`config.mk`:
```
export PLATFORM = sky130hd
export DESIGN_NAME = branch_predictor
export DESIGN_NICKNAME = d
export VERILOG_FILES = /design/src/rtl/branch_predictor.sv
export SDC_FILE = /design/constraint.sdc
export NUM_CORES = 1
export LEC_CHECK = 0
export CORE_AREA = 2 2 289 148
export DETAILED_ROUTE_END_ITERATION = 6
export DIE_AREA = 0 0 291 150
export GPL_TIMING_DRIVEN = 0
export PLACE_DENSITY_LB_ADDON = 0.05
export SLEW_MARGIN = 20
export SYNTH_ARGS = -nofsm -noshare
export SYNTH_HDL_FRONTEND = slang
export SYNTH_SLANG_ARGS = --single-unit
```
`constraint.sdc`:
```
create_clock -name clk -period 4.3 [get_ports clk]
set_input_delay 0.86 -clock clk [delete_from_list [all_inputs] [get_ports clk]]
set_output_delay 0.86 -clock clk [all_outputs]
set_load 0.1 [all_outputs]
```
`src/rtl/branch_predictor.sv`:
```
// Gshare direction predictor: 2-bit saturating counters indexed by PC ^ global history,
// one-cycle registered prediction, non-speculative history training and saturating statistics.
module branch_predictor #(
    parameter int         IDX_W       = 6,
    parameter int         GHR_W       = 4,
    parameter int         CRAM_ADDR_W = 16,
    parameter logic [1:0] CNT_INIT    = 2'b01
) (
    input  logic                   clk,
    input  logic                   nrst,
    input  logic                   ce,
    input  logic                   lookup_valid,
    input  logic [CRAM_ADDR_W-1:0] lookup_pc,
    output logic                   take_flag,
    input  logic                   upd_valid,
    input  logic [CRAM_ADDR_W-1:0] upd_pc,
    input  logic                   upd_taken,
    input  logic                   upd_mispredict,
    output logic [31:0]            stat_pred,
    output logic [31:0]            stat_miss
);

    localparam int ENTRIES = 1 << IDX_W;

    if (GHR_W < 1 || GHR_W > IDX_W) begin : g_bad_ghr_w
        $error("branch_predictor: GHR_W must satisfy 1 <= GHR_W <= IDX_W");
    end
    if (CRAM_ADDR_W < IDX_W + 2) begin : g_bad_addr_w
        $error("branch_predictor: CRAM_ADDR_W too narrow for IDX_W");
    end

    // Word index XORed with history; the history is zero-extended into the low index bits.
    function automatic logic [IDX_W-1:0] table_idx(input logic [CRAM_ADDR_W-1:0] pc,
                                                   input logic [GHR_W-1:0]       ghr);
        logic [IDX_W-1:0] ghr_ext;
        ghr_ext              = {IDX_W{1'b0}};
        ghr_ext[GHR_W-1:0]   = ghr;
        return pc[IDX_W+1:2] ^ ghr_ext;
    endfunction

    function automatic logic [1:0] cnt_train(input logic [1:0] cnt, input logic taken);
        logic [1:0] res;
        if (taken) begin
            res = (cnt == 2'b11) ? 2'b11 : cnt + 2'b01;
        end else begin
            res = (cnt == 2'b00) ? 2'b00 : cnt - 2'b01;
        end
        return res;
    endfunction

    function automatic logic [31:0] sat_inc32(input logic [31:0] val);
        return (val == 32'hFFFF_FFFF) ? val : val + 32'd1;
    endfunction

    logic [1:0]       cnt_q [ENTRIES];
    logic [1:0]       cnt_d [ENTRIES];
    logic [GHR_W-1:0] ghr_q, ghr_d;
    logic             take_flag_q, take_flag_d;
    logic [31:0]      stat_pred_q, stat_pred_d;
    logic [31:0]      stat_miss_q, stat_miss_d;

    logic [IDX_W-1:0] lookup_idx_s;
    logic [IDX_W-1:0] upd_idx_s;
    logic [GHR_W-1:0] ghr_shift_s;
    logic             unused_pc_bits_s;

    assign lookup_idx_s     = table_idx(lookup_pc, ghr_q);
    assign upd_idx_s        = table_idx(upd_pc, ghr_q);
    assign unused_pc_bits_s = ^{lookup_pc, upd_pc};

    if (GHR_W == 1) begin : g_ghr_one
        assign ghr_shift_s = upd_taken;
    end else begin : g_ghr_shift
        assign ghr_shift_s = {ghr_q[GHR_W-2:0], upd_taken};
    end

    // Lookup path: samples pre-update table/history, frozen when fetch is halted.
    always_comb begin
        take_flag_d = take_flag_q;
        stat_pred_d = stat_pred_q;
        if (ce && lookup_valid) begin
            take_flag_d = cnt_q[lookup_idx_s][1];
            stat_pred_d = sat_inc32(stat_pred_q);
        end else begin
            take_flag_d = take_flag_q;
            stat_pred_d = stat_pred_q;
        end
    end

    // Training path: runs regardless of ce so resolutions during a halt are not lost.
    always_comb begin
        cnt_d       = cnt_q;
        ghr_d       = ghr_q;
        stat_miss_d = stat_miss_q;
        if (upd_valid) begin
            cnt_d[upd_idx_s] = cnt_train(cnt_q[upd_idx_s], upd_taken);
            ghr_d            = ghr_shift_s;
            if (upd_mispredict) begin
                stat_miss_d = sat_inc32(stat_miss_q);
            end else begin
                stat_miss_d = stat_miss_q;
            end
        end else begin
            ghr_d       = ghr_q;
            stat_miss_d = stat_miss_q;
        end
    end

    // Counter table.
    always_ff @(posedge clk or negedge nrst) begin
        if (!nrst) begin
            for (int k = 0; k < ENTRIES; k++) begin
                cnt_q[k] <= CNT_INIT;
            end
        end else begin
            for (int k = 0; k < ENTRIES; k++) begin
                cnt_q[k] <= cnt_d[k];
            end
        end
    end

    // History, prediction output and statistics.
    always_ff @(posedge clk or negedge nrst) begin
        if (!nrst) begin
            ghr_q       <= {GHR_W{1'b0}};
            take_flag_q <= 1'b0;
            stat_pred_q <= 32'd0;
            stat_miss_q <= 32'd0;
        end else begin
            ghr_q       <= ghr_d;
            take_flag_q <= take_flag_d;
            stat_pred_q <= stat_pred_d;
            stat_miss_q <= stat_miss_d;
        end
    end

    assign take_flag = take_flag_q;
    assign stat_pred = stat_pred_q;
    assign stat_miss = stat_miss_q;

endmodule

```
==> impl_metrics.tcl <==
set metrics [dict create \
    status "finished clean" \
    yosys_warnings 0 \
    drv_slew 0 \
    synthAdderAreaFrac_pct 0.245 \
    ff2ff_setup_slack_ps 410 \
    synth_edf_count 0 \
    critPathArrivalTime_ps 4580 \
    power_density_nw_per_um2 626 \
    worstSetupPathType "in2reg" \
    insertedDiodeCount 0 \
    grt_max_degree 75 \
    final-seq-area_sq_um 5010 \
    rr_worst_depth 10 \
    antenna_found_initial 0 \
    ctsRootBufferMaster "clkbuf_16" \
    start_util_pct 24.7 \
    vias 8614 \
    drt-initial-drc-count 914 \
    cts_max_path_buffers 2 \
    finalWorstSetupSlack_ps 91.4 \
    cp_slowest_cell "nor3_1" \
    rows 53 \
    clock_skew_ps 19.8 \
    period_minus_slack_ps 4210 \
    hpwl_microns 31400 \
    netlist_area_sq_um 10200 \
    firstDrtPassIters 6 \
    synth_ff_type "dfrtp_1" \
    netlist_instances 1006 \
    total_power_mw 7.88 \
    io_buffers 81 \
    wl_microns 41700 \
    slew_headroom_pct 27.5 \
    synth_top_family_by_area "compound AO/OA/AOI/OAI gates" \
    die-area_sq_um 43700 \
    vdd_ir_drop_max_mv 0.311 \
    ctsHtreeMaxLevel 4 \
    r2r_end "cnt_q[122]" \
    grt_pass1_wl_microns 60800 \
    synthToLayoutAreaGrowth_pct 23.2 \
    crit_fanout 10 \
    tightest_slew_ps 1080 \
    ant_nets 0 \
    fp.dieW_microns 291 \
    synth_seq_cells 197 \
    leakagePower_nw 4.74 \
    syn_area_per_cell_sq_um 10.2 \
    final_nets 1160 \
    hold_buffers 0 \
    synthSimpleGateAreaFrac_pct 16.0 \
    dp_slack_ps -1100 \
    core_sq_um 41300 \
    ioPinCount 104 \
    hold_violations 0 \
    finalCritPeriodShare_pct 97.9 \
    path_cells "clkdlybuf4s50_1 -> xor2_4 -> nor3_1 -> clkbuf_2 -> a22oi_1 -> nand4_1 -> o2bb2ai_1 -> a41oi_2 -> a31oi_4 -> buf_2 -> o31ai_1" \
    cp-start-kind "primary input" \
    drc_errors 0 \
    hp-class "in2async" \
    routabilityCongestion 0.872 \
    synth_compound_area_share_pct 17.4 \
    wire_per_inst_microns 24.8 \
    cts_tree "yes" \
    crit_buf_inv 3 \
    grt_usage_pct 19.5 \
    crit_family "buffers and inverters" \
    r2r-start "ghr_q[0]" \
    yosysUniqueCellTypes 53 \
    viasPerCell 5.12 \
    synth_top_cells_by_area "dfrtp_1 33%, dfstp_2 16%, nand2_1 6.6%, mux4_2 5.5%, o31ai_1 4.7%" \
    setup_viol 0 \
    clock_latency_ps 470 \
    synth_seq_area_share_pct 49.0 \
    synth_async_sr_flop_share_pct 100 \
    drv_cap 0 \
    critPathRequiredTime_ps 4680 \
    grt-ovfl-total 0 \
    clock-sinks 197 \
    cp_slowest_stage_delay_ps 660 \
    yosys-mux-area-fraction_pct 7.75 \
    num-fill-cells 4293 \
    synth_area_leader_cell "dfrtp_1" \
    rsz0062_at_grt "no" \
    clkTransAtPathRegs_ps 70 \
    drive_above_1_share_pct 18.6 \
    synth_fp_nets 1047 \
    die_h_microns 150 \
    grt_pass1_vias 8248 \
    multi_input_area_sq_um 5040 \
    end_kind "flop" \
    cts_buffers 17 \
    fmax_mhz 238 \
    synth-xor-area-share_pct 6.56 \
    synth_top_area_share_pct 32.6 \
]
==> metrics by stage <==
| step | area (sq um) | std cells | util [%] | setup TNS, ps | hold WS, ps |
|---|---|---|---|---|---|
| after floorplan | 10200 | 1006 | - | 0 | 448 |
| after global placement | 11700 | 1637 | 28.4 | -1351010 | 456 |
| after detailed placement | 11800 | 1642 | 28.6 | -117370 | 460 |
| after CTS | 12500 | 1676 | 30.1 | 0 | 312 |
| after global routing | 12600 | 1682 | 30.5 | 0 | 318 |
| final | 12600 | 1682 | 30.5 | 0 | 301 |
==> cell type report <==
| cell class | count | area share (%) |
|---|---|---|
| Sequential cell | 197 | 39.8 |
| Buffer | 65 | 2.53 |
| Clock buffer | 20 | 3.55 |
| Timing Repair Buffer | 94 | 7.75 |
| Multi-Input combinational cell | 742 | 40.0 |
| Inverter | 2 | 0.0596 |
| Clock inverter | 12 | 0.845 |
| Tap cell | 550 | 5.47 |
==> placed cells by master, fill, tap and decap left out, types with 17 or more instances in the layout <==
cell type        instances
a21oi_1                 45
a22oi_1                 24
a31oi_1                 35
a41oi_1                 33
buf_2                   21
clkbuf_1                26
clkbuf_16               17
clkdlybuf4s50_1         79
dfrtp_1                133
dfstp_2                 64
mux4_2                  25
nand2_1                180
nand3_1                 33
nand4_1                 18
nor2_1                  96
o31ai_1                 64
xnor2_1                 48
xor2_1                  19
==> registers in the layout, indices dropped and copies added (netlist names) <==
signal     cells
stat_pred     32
take_flag      1
ghr_q          4
cnt_q        128
stat_miss     32
==> cell families after synthesis <==
| logic type | after synthesis |
|---|---|
| adders and majority gates | 2 |
| AOI/OAI and AO/OA | 244 |
| DFF | 197 |
| buffers and inverters | 67 |
| xor gates and xnor gates | 74 |
| and+or+nand+nor | 376 |
| muxes | 46 |
==> how the worst max path moves through the flow <==
stage	from	end	slack [ps]	cells after the start
6_report	upd_pc[4]	cnt_q[122]	90	11
3_3_place_gp	nrst	cnt_q[103]	-7080	1
4_1_cts	upd_pc[4]	cnt_q[29]	9	11
3_5_place_dp	upd_pc[2]	cnt_q[103]	-1100	11
2_1_floorplan	lookup_pc[2]	take_flag	630	6
5_1_grt	upd_pc[4]	cnt_q[20]	0.5	11
==> timing repair <==
action,CTS,global route
endpoints found under the setup margin,128,121
resized for setup,12,21
pin swaps,1,4
setup buffers,2,6
==> where the power goes <==
group	internal (mW)	leakage [nW]	switching (mW)	total [mW]
sequential	2.62	2.40	0.740	3.36
clock	0.814	0.264	0.777	1.59
combinational	1.04	2.07	1.88	2.93
==> Yosys cell counts, drive strengths merged (3+ instances only) <==
master,n
nand2,180
dfrtp,133
nor2,96
o31ai,65
dfstp,64
xnor2,51
a21oi,46
a31oi,36
clkbuf,35
a41oi,34
nand3,33
buf,30
mux4,25
a22oi,24
xor2,23
nand4,19
nor3,17
mux2,15
and3,14
a221oi,8
and4,6
mux2i,6
o21ai,6
o211ai,5
a211o,3
a221o,3
nand2b,3
o2bb2ai,3
==> routing by layer <==
| metal | up-vias | track usage (%) | routed length [microns] |
|---|---|---|---|
| met5 | - | 2.33 | 138 |
| met3 | 19 | 7.07 | 3730 |
| met4 | 2 | 2.80 | 224 |
| li1 | 3958 | - | - |
| met2 | 253 | 21.9 | 14300 |
| met1 | 4382 | 32.9 | 23300 |
==> worst reg2reg max path, stage by stage, from the launching register on <==
cell	delay, ps
dfrtp_1	550
xor2_4	270
buf_6	210
nor2_1	840
a221oi_1	240
o221a_2	350
a21oi_1	180
a21oi_1	210
a31oi_4	480
buf_2	350
o31ai_1	110
Note: power is estimated with default switching activity, not from simulation.
